## src/rtl/vr_alu_seq.sv

```systemverilog
// Multi-cycle RV32I/RV64I ALU: single-cycle base ops, iterative shifter,
// radix-2 shift-add multiplier and restoring divider sharing one accumulator.
module vr_alu_seq #(
  parameter int XLEN       = 32,
  parameter int SHIFT_STEP = 1,
  parameter bit EN_M       = 1'b1
) (
  input  logic            i_clk,
  input  logic            i_rst,
  input  logic            i_valid,
  output logic            o_ready,
  input  logic            i_flush,
  input  logic [31:0]     i_instr,
  input  logic [XLEN-1:0] i_in1,
  input  logic [XLEN-1:0] i_in2,
  output logic            o_busy,
  output logic            o_done,
  output logic [XLEN-1:0] o_out,
  output logic            o_EQ,
  output logic            o_LT,
  output logic            o_LTU,
  output logic [XLEN-1:0] o_ALUadd
);
  localparam int SW = $clog2(XLEN);
  localparam int CW = SW + 1;
  localparam logic [XLEN-1:0] SMIN = {1'b1, {(XLEN-1){1'b0}}};

  typedef enum logic [2:0] {S_IDLE, S_SHIFT, S_MUL, S_DIV, S_FIX, S_DONE} state_t;

  state_t              state_q, state_d;
  logic [2*XLEN-1:0]   acc_q, acc_d;
  logic [XLEN-1:0]     opb_q, opb_d, out_q, out_d;
  logic [CW-1:0]       cnt_q, cnt_d;
  logic [2:0]          f3_q, f3_d;
  logic                sra_q, sra_d, neg_q, neg_d, rneg_q, rneg_d;

  // Flags and address adder look only at the live operands.
  logic [XLEN:0] diff;
  assign diff     = {1'b0, i_in1} - {1'b0, i_in2};
  assign o_ALUadd = i_in1 + i_in2;
  assign o_EQ     = (i_in1 == i_in2);
  assign o_LTU    = diff[XLEN];
  assign o_LT     = (i_in1[XLEN-1] != i_in2[XLEN-1]) ? i_in1[XLEN-1] : diff[XLEN];

  logic [2:0]      f3;
  logic [6:0]      f7;
  logic            is_m, sgn1, sgn2, s1n, s2n;
  logic [SW-1:0]   shamt;
  logic [XLEN-1:0] a_mag, b_mag, base_res;

  assign f3    = i_instr[14:12];
  assign f7    = i_instr[31:25];
  assign is_m  = EN_M && i_instr[5] && (f7 == 7'b0000001);
  assign sgn1  = is_m && (f3 inside {3'd0, 3'd1, 3'd2, 3'd4, 3'd6});
  assign sgn2  = is_m && (f3 inside {3'd0, 3'd1, 3'd4, 3'd6});
  assign s1n   = sgn1 & i_in1[XLEN-1];
  assign s2n   = sgn2 & i_in2[XLEN-1];
  assign a_mag = s1n ? -i_in1 : i_in1;
  assign b_mag = s2n ? -i_in2 : i_in2;
  assign shamt = i_instr[5] ? i_in2[SW-1:0] : i_instr[20 +: SW];

  always_comb begin
    base_res = '0;
    case (f3)
      3'd0: base_res = (f7[5] & i_instr[5]) ? diff[XLEN-1:0] : o_ALUadd;
      3'd2: base_res = {{(XLEN-1){1'b0}}, o_LT};
      3'd3: base_res = {{(XLEN-1){1'b0}}, o_LTU};
      3'd4: base_res = i_in1 ^ i_in2;
      3'd6: base_res = i_in1 | i_in2;
      3'd7: base_res = i_in1 & i_in2;
      default: base_res = '0;
    endcase
  end

  // Shifter step: min(remaining, SHIFT_STEP) bits per cycle.
  logic [CW-1:0]   amt;
  logic [XLEN-1:0] sh_lo, sh_res;
  assign amt    = (cnt_q > CW'(SHIFT_STEP)) ? CW'(SHIFT_STEP) : cnt_q;
  assign sh_lo  = acc_q[XLEN-1:0];
  assign sh_res = (f3_q == 3'd1) ? (sh_lo << amt) :
                  sra_q ? XLEN'($signed(sh_lo) >>> amt) : (sh_lo >> amt);

  // acc = {high partial product, multiplier} or {remainder, dividend/quotient}.
  logic [XLEN:0]     mul_sum, r_sh, r_sub;
  logic              ge;
  logic [2*XLEN-1:0] mul_next, div_next, prod_fix;
  logic [XLEN-1:0]   q_fix, r_fix, fix_res;
  assign mul_sum  = {1'b0, acc_q[2*XLEN-1:XLEN]} + (acc_q[0] ? {1'b0, opb_q} : {(XLEN+1){1'b0}});
  assign mul_next = {mul_sum, acc_q[XLEN-1:1]};
  assign r_sh     = {acc_q[2*XLEN-1:XLEN], acc_q[XLEN-1]};
  assign ge       = (r_sh >= {1'b0, opb_q});
  assign r_sub    = r_sh - {1'b0, opb_q};
  assign div_next = {(ge ? r_sub[XLEN-1:0] : r_sh[XLEN-1:0]), acc_q[XLEN-2:0], ge};
  assign prod_fix = neg_q ? -acc_q : acc_q;
  assign q_fix    = neg_q ? -acc_q[XLEN-1:0] : acc_q[XLEN-1:0];
  assign r_fix    = rneg_q ? -acc_q[2*XLEN-1:XLEN] : acc_q[2*XLEN-1:XLEN];
  assign fix_res  = !f3_q[2] ? ((f3_q[1:0] == 2'd0) ? prod_fix[XLEN-1:0] : prod_fix[2*XLEN-1:XLEN])
                             : (f3_q[1] ? r_fix : q_fix);

  assign o_ready = (state_q == S_IDLE) || (state_q == S_DONE);
  assign o_busy  = (state_q == S_SHIFT) || (state_q == S_MUL) || (state_q == S_DIV) || (state_q == S_FIX);
  assign o_done  = (state_q == S_DONE);
  assign o_out   = out_q;

  always_comb begin
    state_d = state_q;
    acc_d   = acc_q;
    opb_d   = opb_q;
    cnt_d   = cnt_q;
    f3_d    = f3_q;
    sra_d   = sra_q;
    neg_d   = neg_q;
    rneg_d  = rneg_q;
    out_d   = out_q;
    if (i_flush) begin
      state_d = S_IDLE;
    end else if (i_valid && o_ready) begin
      f3_d   = f3;
      sra_d  = f7[5];
      neg_d  = s1n ^ s2n;
      rneg_d = s1n;
      if (is_m && !f3[2]) begin
        state_d = S_MUL;
        acc_d   = {{XLEN{1'b0}}, b_mag};
        opb_d   = a_mag;
        cnt_d   = CW'(XLEN);
      end else if (is_m && (i_in2 == '0)) begin
        state_d = S_DONE;
        out_d   = f3[1] ? i_in1 : '1;
      end else if (is_m && sgn1 && (i_in1 == SMIN) && (i_in2 == '1)) begin
        state_d = S_DONE;
        out_d   = f3[1] ? '0 : i_in1;
      end else if (is_m) begin
        state_d = S_DIV;
        acc_d   = {{XLEN{1'b0}}, a_mag};
        opb_d   = b_mag;
        cnt_d   = CW'(XLEN);
      end else if ((f3 == 3'd1) || (f3 == 3'd5)) begin
        if (shamt == '0) begin
          state_d = S_DONE;
          out_d   = i_in1;
        end else begin
          state_d = S_SHIFT;
          acc_d   = {{XLEN{1'b0}}, i_in1};
          cnt_d   = CW'(shamt);
        end
      end else begin
        state_d = S_DONE;
        out_d   = base_res;
      end
    end else begin
      case (state_q)
        S_SHIFT: begin
          acc_d[XLEN-1:0] = sh_res;
          cnt_d = cnt_q - amt;
          if (cnt_q <= CW'(SHIFT_STEP)) begin
            state_d = S_DONE;
            out_d   = sh_res;
          end
        end
        S_MUL: begin
          acc_d = mul_next;
          cnt_d = cnt_q - 1'b1;
          if (cnt_q == CW'(1)) state_d = S_FIX;
        end
        S_DIV: begin
          acc_d = div_next;
          cnt_d = cnt_q - 1'b1;
          if (cnt_q == CW'(1)) state_d = S_FIX;
        end
        S_FIX: begin
          state_d = S_DONE;
          out_d   = fix_res;
        end
        S_DONE:  state_d = S_IDLE;
        default: state_d = S_IDLE;
      endcase
    end
  end

  always_ff @(posedge i_clk or posedge i_rst) begin
    if (i_rst) begin
      state_q <= S_IDLE;
      acc_q   <= '0;
      opb_q   <= '0;
      cnt_q   <= '0;
      f3_q    <= '0;
      sra_q   <= 1'b0;
      neg_q   <= 1'b0;
      rneg_q  <= 1'b0;
      out_q   <= '0;
    end else begin
      state_q <= state_d;
      acc_q   <= acc_d;
      opb_q   <= opb_d;
      cnt_q   <= cnt_d;
      f3_q    <= f3_d;
      sra_q   <= sra_d;
      neg_q   <= neg_d;
      rneg_q  <= rneg_d;
      out_q   <= out_d;
    end
  end

  // Opcode, rd and rs fields are decoded upstream.
  logic unused_instr;
  assign unused_instr = ^i_instr;
endmodule
```

## config.mk

```make
export PLATFORM = sky130hd
export DESIGN_NAME = vr_alu_seq
export DESIGN_NICKNAME = d
export VERILOG_FILES = /design/src/rtl/vr_alu_seq.sv
export SDC_FILE = /design/constraint.sdc
export NUM_CORES = 1
export LEC_CHECK = 0
export CAP_MARGIN = 15
export CELL_PAD_IN_SITES_DETAIL_PLACEMENT = 0
export CELL_PAD_IN_SITES_GLOBAL_PLACEMENT = 1
export CORE_MARGIN = 3
export CORE_UTILIZATION = 48
export DETAILED_ROUTE_END_ITERATION = 6
export GPL_ROUTABILITY_DRIVEN = 1
export PLACE_DENSITY_LB_ADDON = 0.1
export SLEW_MARGIN = 20
export SYNTH_ARGS = -nofsm -noshare
export SYNTH_HDL_FRONTEND = slang
export SYNTH_SLANG_ARGS = --single-unit
```

## constraint.sdc

```tcl
create_clock -name i_clk -period 8.3 [get_ports i_clk]
set_input_delay 1.66 -clock i_clk [delete_from_list [all_inputs] [get_ports i_clk]]
set_output_delay 1.66 -clock i_clk [all_outputs]
set_load 0.02 [all_outputs]
```

### Word-level counts from Yosys, hierarchy flattened

Cells that the tools add are included.

* flip-flop bits (word level): 143
* bits of input ports: 100

* $add $sub $neg: 11
* magnitude comparators: 3
* equality and inequality tests: 31
* shift operators: 3
* multiplexer cells: 60
* bitwise gates (word level): 8
* reduce and logical (&&, ||, !) cells: 35

Operators with widths (number)
* two-way mux 32 bit: 26
* two-way mux 64 bit: 8
* one-hot mux 32 bit (6 select lines): 1
* negation 32 bit: 4
* one-hot mux 32 bit (2 select lines): 2
* one-hot mux 32 bit (3 select lines): 1
* equality test 32 bit (second input constant): 2
* negation 64 bit: 1
* two-way mux 6 bit: 8
* adder 32 x 32 -> 33 bit: 1
* >= comparator 33 x 32 -> 1 bit: 1
* subtractor 32 x 32 -> 33 bit: 1
* adder 32 bit: 1
* AND 32 bit: 1
* equality test 32 bit: 1
* logical NOT 32 bit: 1
* OR 32 bit: 1
* << shifter 32 x 6 -> 32 bit: 1
* right shift 32 x 6 -> 32 bit: 1
* >>> shifter 32 x 6 -> 32 bit: 1
* subtractor 32 bit: 1
* XOR 32 bit: 1
* two-way mux 3 bit: 10
* AND reduction 6 bit: 4
* 37 further kinds: 71

### Depth between registers and ports, before layout

Gate-level depths: netlist (run 1).

* depth after elaboration: 11
* gate-level depth with buffers: 16

### Worst setup path after synthesis (run 1)

OpenSTA, ideal clock, no wires.

* path type: input-to-output
* start point: input i_in1[0]
* end point: output o_ALUadd[30]
* arrival: 4.505 ns
* path slack: 2.135 ns
* stages on the path: 10
* cells stage by stage: ha_1 fa_1 a211oi_1 o21bai_1 a211oi_1 o211ai_1 a221oi_1 o21ai_0 a31oi_1 xnor2_1

* word-level cells in the longest chain between the ends: 1

RTL lines
* from (decl): RTL line 14 `input logic [XLEN-1:0] i_in1,`
* adder 32 bit: RTL line 40 `assign o_ALUadd = i_in1 + i_in2;`
* to (decl): RTL line 22 `output logic [XLEN-1:0] o_ALUadd`

No other way between the ends.

### Worst setup path after layout (run 1)

* start point: input i_in1[3]
* end point: output o_ALUadd[31]

The elaborated chain is that of the path after synthesis.

==> results_dict.tcl, run 1 <==
set metrics [dict create \
    postSynthAreaPerCell_um2 6.849 \
    mostFrequentLayoutCell "nand2_1" \
    initial_core_util_pct 49.05 \
    hold_class "flip-flop to flip-flop" \
    setup_viol 0 \
    drive_above_1_share_pct 5.242 \
    cts_sinks 143 \
    synth_top_area_cell "dfrtp_1" \
    crit_path_max_incr_delay_ns 0.67 \
    dieHeight_um 227.8 \
    cts_root_buf "clkbuf_16" \
    core_area_um2 48150 \
    areaGrowthSynthToFinish_pct 10.97 \
    cts_tree "done" \
    cts_max_path_buffers 2 \
    cpMaxStageDelayCell "clkdlybuf4s50_1" \
    ant_nets 0 \
    firstDrtPassIters 7 \
    die_x_um 227.8 \
    synth_cell_types 89 \
    final_cell_mix "398 x nand2_1, 353 x nor2_1, 328 x a21oi_1, 319 x o21ai_0, 185 x ha_1" \
    postSynthCellCount 3448 \
    outcome "finished, violations left" \
    period_share_pct 93.43 \
    fillers 4662 \
    fmax_mhz 129.0 \
    crit_arrival_ns 6.09 \
    relSlewSlack_pct 22.21 \
    drc 1 \
    ys_ff_latch 143 \
    port-buffer-count 153 \
    ir_drop_uv 183.7 \
    whs_ns 0.4722 \
    grt_max_degree 79 \
    synth_edf_count 0 \
    slew_viol_final 0 \
    numCtsBuffers 17 \
    worstPathMaxFanout 7 \
    fin_crit_ns 7.755 \
    yosysTopAreaCellShare_pct 15.15 \
    hold_buffers 0 \
    cap_violations 0 \
    drt-initial-drc-count 3603 \
    hold_violations 0 \
    violations "design-rule violations" \
    nets 3710 \
    rows 80 \
    synthArstFlopShare_pct 100.0 \
    grt_use_total_pct 38.07 \
    crit_chain "clkdlybuf4s50_1 > inv_1 > ha_1 > inv_1 > o41a_1 > a211oi_1 > o21ai_0 > a31oi_1 > nand2_1 > nand2_1 > a21oi_1 > xnor2_1 > clkdlybuf4s50_1" \
    dp_hpwl_um 78980 \
    setup_tns_ns 0 \
    clk_pin_slew_ns 0.06 \
    drt_wl_total_um 103400 \
    p_total_uw 6081 \
    dieArea_um2 51890 \
    fin_worst_skew_ns 0.01883 \
    synth_top_flop_cell "dfrtp_1" \
    viasPerCell 6.723 \
    tightest_slew_ns 1.159 \
    synthesis.area_um2 23610 \
    post_cts_buffers 0 \
    num_vias 27500 \
    fin_util_pct 54.43 \
    ys_top_cells_by_area "dfrtp_1 15%, ha_1 9.8%, a21oi_1 7.0%" \
    postSynthNetCount 3737 \
    cp-end-kind "output pin" \
    clk_latency_ns 0.47 \
    htree_levels 4 \
    grt_setup_unrepaired "no" \
    drt-wirelength-per-cell_um 25.28 \
    worstRegToRegCells 13 \
    ys_warn_count 0 \
    hold_depth 2 \
    p_leak_uw 0.01086 \
    ys_seq_area_share_pct 15.15 \
    worst_ep_required_time_ns 6.64 \
    overflow 0 \
    startpoint_type "primary input" \
    place_congestion 0.9835 \
    power_density_nw_per_um2 232.0 \
    critical_path_class "primary input to output pin" \
    grt_pass1_vias 25650 \
    pin_count 170 \
    cts_resized 0 \
    grt_pass1_wl_um 155900 \
    antenna_cells 0 \
    antenna_found_initial 1 \
]
==> flip-flops by register name, indices dropped and copies added, names as in the netlist <==
register  flops
acc_q        64
cnt_q         6
f3_q          3
neg_q         1
o_out        32
opb_q        32
rneg_q        1
sra_q         1
state_q       3
==> routing by layer <==
metal | part of all wire, % | global-route usage (%) | up-vias
met5 | 0.013 | 0 | -
met4 | 5.6 | 19.20 | 2
met3 | 9.6 | 5.726 | 300
met2 | 44 | 60.60 | 1771
met1 | 40 | 50.26 | 13000
li1 | - | - | 12430
==> worst max-delay path, delay by kind of cell <==
kind	cells	cell delay [ns]
buffers and inverters	4	1.58
and+or+nand+nor	2	0.26
adders and majority gates	1	0.43
AOI/OAI and AO/OA	5	1.99
xor gates and xnor gates	1	0.16
==> logic make-up (layout without fill, tap and decap cells) <==
kind of cell	Yosys count	count (layout)	share of synthesized area, %
adder cells (fa/ha/maj)	189	189	10.14
XOR/XNOR	244	244	9.050
buffers and inverters	438	424	7.095
AND/OR/NAND/NOR	1141	1141	21.97
AO/OA/AOI/OAI	1219	1219	32.90
flip-flops	143	143	15.15
multiplexers	74	74	3.693
==> power by group <==
group          leakage, uW  switching (uW)  total, uW  internal [uW]
combinational      0.00871            2400       3820           1420
clock             0.000335             359        941            583
sequential         0.00181             435       1320            886
==> final timing paths <==
check	start	endpoint	slack [ns]
worst min-delay path	o_out[3]	o_out[3]	0.47
max in group asynchronous	i_rst	neg_q	5.04
min in group asynchronous	i_rst	acc_q[34]	1.71
worst max-delay path	i_in1[3]	o_ALUadd[31]	0.55
worst min register to register	o_out[3]	o_out[3]	0.47
worst max register to register	acc_q[0]	acc_q[63]	3.74
==> layout make-up <==
cell class / count / area [um2] / share of cell area [%]
Sequential cell: 143 / 3581 / 13.67
Timing Repair Buffer: 226 / 2064 / 7.879
Clock buffer: 20 / 456.7 / 1.743
Clock inverter: 12 / 229.0 / 0.8738
Tap cell: 656 / 820.8 / 3.132
Multi-Input combinational cell: 2867 / 18420 / 70.31
Inverter: 166 / 628.1 / 2.397
==> stage by stage <==
| stage | instances | cell area (um2) | setup slack [ns] |
|---|---|---|---|
| after floorplan | 3448 | 23610 | 2.135 |
| after global placement | 4058 | 25510 | 0.6317 |
| after detailed placement | 4058 | 25510 | 0.6014 |
| after CTS | 4090 | 26200 | 0.5801 |
| after global routing | 4090 | 26200 | 0.3830 |
| final | 4090 | 26200 | 0.5455 |
==> cell usage after synthesis, types with 54 or more instances <==
library cell,number
a211oi_1,68
xnor2_1,158
a21oi_1,330
xor2_1,86
a21o_1,54
ha_1,185
inv_1,160
o21ai_0,319
mux2i_1,59
a31oi_1,56
clkbuf_1,240
nor3_1,66
nor2_1,356
nand2_1,399
dfrtp_1,143
nand3_1,68
Note: power is estimated with default switching activity, not from simulation.
==> inputs of run 2 (changes only) <==
--- a/config.mk
+++ b/config.mk
@@ -9,8 +9,9 @@
 export CELL_PAD_IN_SITES_DETAIL_PLACEMENT = 0
 export CELL_PAD_IN_SITES_GLOBAL_PLACEMENT = 1
 export CORE_MARGIN = 3
-export CORE_UTILIZATION = 48
+export CORE_UTILIZATION = 52
 export DETAILED_ROUTE_END_ITERATION = 6
+export DONT_BUFFER_PORTS = 1
 export GPL_ROUTABILITY_DRIVEN = 1
 export PLACE_DENSITY_LB_ADDON = 0.1
 export SLEW_MARGIN = 20
==> results_dict.tcl, run 2 (synthesis results as in run 1) <==
set metrics [dict create \
    swShare_pct 53.79 \
    cap_violations 0 \
    setup_viol 0 \
    port-buffer-count 0 \
    rows 77 \
    cts_root_buf "clkbuf_16" \
    ant_nets 0 \
    mostFrequentLayoutCell "nand2_1" \
    setup_tns_ns 0 \
    dp_hpwl_um 76000 \
    seqPwrFrac_pct 25.7 \
    fin_crit_ns 6.772 \
    initial_core_util_pct 53.05 \
    antenna_cells 0 \
    cts_max_path_buffers 2 \
    core_area_um2 44510 \
    clk_latency_ns 0.46 \
    outcome "finished, final reports clean" \
    ir_drop_uv 172.9 \
    hold_class "flip-flop to flip-flop" \
    drt-initial-drc-count 3284 \
    drt-wirelength-per-cell_um 25.80 \
    drive_above_1_share_pct 4.613 \
    cts_sinks 143 \
    htree_levels 4 \
    post_cts_buffers 0 \
    top_register "acc_q" \
    period_share_pct 81.59 \
    dieHeight_um 219.1 \
    crit_end "o_ALUadd[30]" \
    overflow 0 \
    die_x_um 219.1 \
    hold_buffers 0 \
    grt_pass1_wl_um 149100 \
    worstPathMaxFanout 8 \
    intPower_uw 2589 \
    cts_resized 0 \
    whs_ns 0.4798 \
    areaGrowthSynthToFinish_pct 3.126 \
    grt_pass1_vias 24470 \
    startpoint_type "primary input" \
    r2r-start "acc_q[36]" \
    p_leak_uw 0.01010 \
    drt_wl_total_um 99190 \
    fin_worst_skew_ns 0.01599 \
    antenna_found_initial 1 \
    reg2reg_to "acc_q[44]" \
    clk_pin_slew_ns 0.06 \
    fmax_mhz 147.7 \
    largest_reg_flops 64 \
    hold_violations 0 \
    grt_use_total_pct 40.06 \
    dieArea_um2 48000 \
    nets 3529 \
    worstRegToRegCells 12 \
    stdcell_area_um2 24350 \
    slew_viol_final 0 \
    clock_power_share_pct 15.2 \
    relSlewSlack_pct 17.10 \
    cts_tree "done" \
    grt_setup_unrepaired "no" \
    startpoint "i_in1[0]" \
    viasPerCell 6.925 \
    pin_count 170 \
    tightest_slew_ns 1.234 \
    worst_ep_required_time_ns 6.64 \
    fillers 4459 \
    switchingPower_uw 3014 \
    critical_path_class "primary input to output pin" \
    place_congestion 0.9671 \
    p_total_uw 5603 \
    grt_max_degree 97 \
    drc 0 \
    numCtsBuffers 17 \
    num_vias 26620 \
    crit_arrival_ns 5.11 \
    cp-end-kind "output pin" \
    power_density_nw_per_um2 230.1 \
    r2r_slack_ns 3.63 \
    final_cell_mix "398 x nand2_1, 352 x nor2_1, 329 x a21oi_1, 319 x o21ai_0, 185 x ha_1" \
    place_area_um2 23720 \
    firstDrtPassIters 7 \
    combinationalPowerShare_pct 59.1 \
]
==> run 2: cell count changes in the layout (fill, tap and decap cells not counted), moves of 2 or more <==
cell | before | now
clkinv_2 | 1 | 3
bufinv_16 | 6 | 4
nor4b_2 | 0 | 2
clkinvlp_4 | 0 | 2
clkinv_4 | 3 | 0
clkdlybuf4s50_1 | 150 | 0
buf_4 | 73 | 45
nor4b_1 | 6 | 4
buf_2 | 3 | 0
==> run 2: worst min-delay path by stage <==
stage          startpoint         to  slack, ns  cells after the start
6_report         opb_q[9]   opb_q[9]       0.48                      2
5_1_grt         opb_q[19]  opb_q[19]       0.50                      2
4_1_cts         opb_q[11]  opb_q[11]       0.48                      2
3_5_place_dp     opb_q[9]   opb_q[9]       0.47                      2
3_3_place_gp     opb_q[9]   opb_q[9]       0.46                      2
2_1_floorplan   opb_q[10]  opb_q[10]       0.45                      2
==> run 2: layout make-up <==
class | count | area [um2] | share of cell area [%]
Inverter | 166 | 628.1 | 2.579
Tap cell | 592 | 740.7 | 3.042
Sequential cell | 143 | 3581 | 14.70
Multi-Input combinational cell | 2867 | 18440 | 75.70
Clock inverter | 10 | 158.9 | 0.6525
Clock buffer | 21 | 470.5 | 1.932
Timing Repair Buffer | 45 | 337.8 | 1.387
==> run 2: power by group through the flow <==
stage / sequential, uW / combinational, uW / clock [uW]
after floorplan: 1090 / 2560 / 0
after global placement: 1420 / 3130 / 0
after detailed placement: 1430 / 3190 / 0
after CTS: 1420 / 3210 / 858
after global routing: 1460 / 3560 / 887
final: 1440 / 3310 / 853
==> run 2: through the flow <==
step | util (%) | setup WS [ns] | instances
after floorplan | - | 2.135 | 3448
after global placement | 53.27 | 1.626 | 3813
after detailed placement | 53.30 | 1.619 | 3813
after CTS | 54.71 | 1.611 | 3844
after global routing | 54.71 | 1.351 | 3844
final | 54.71 | 1.528 | 3844
==> run 2: critical path, cell delays in order <==
cell and delay, ns:
ha_1 0.24, fa_1 0.45, a211oi_1 0.28, o21bai_1 0.15, a211oi_1 0.25, buf_4 0.19, o211ai_1 0.19, a221oi_1 0.67
o21ai_0 0.43, a31oi_1 0.31, xnor2_1 0.28
==> run 2: metal layers <==
layer	routed length [um]	part of all wire, %	vias up	track usage [%]
met1	39350	40	12590	52.49
met2	43980	44	1669	63.46
met5	0	0	-	0
li1	-	-	12070	-
met3	9875	10	291	6.522
met4	5985	6.0	0	21.00
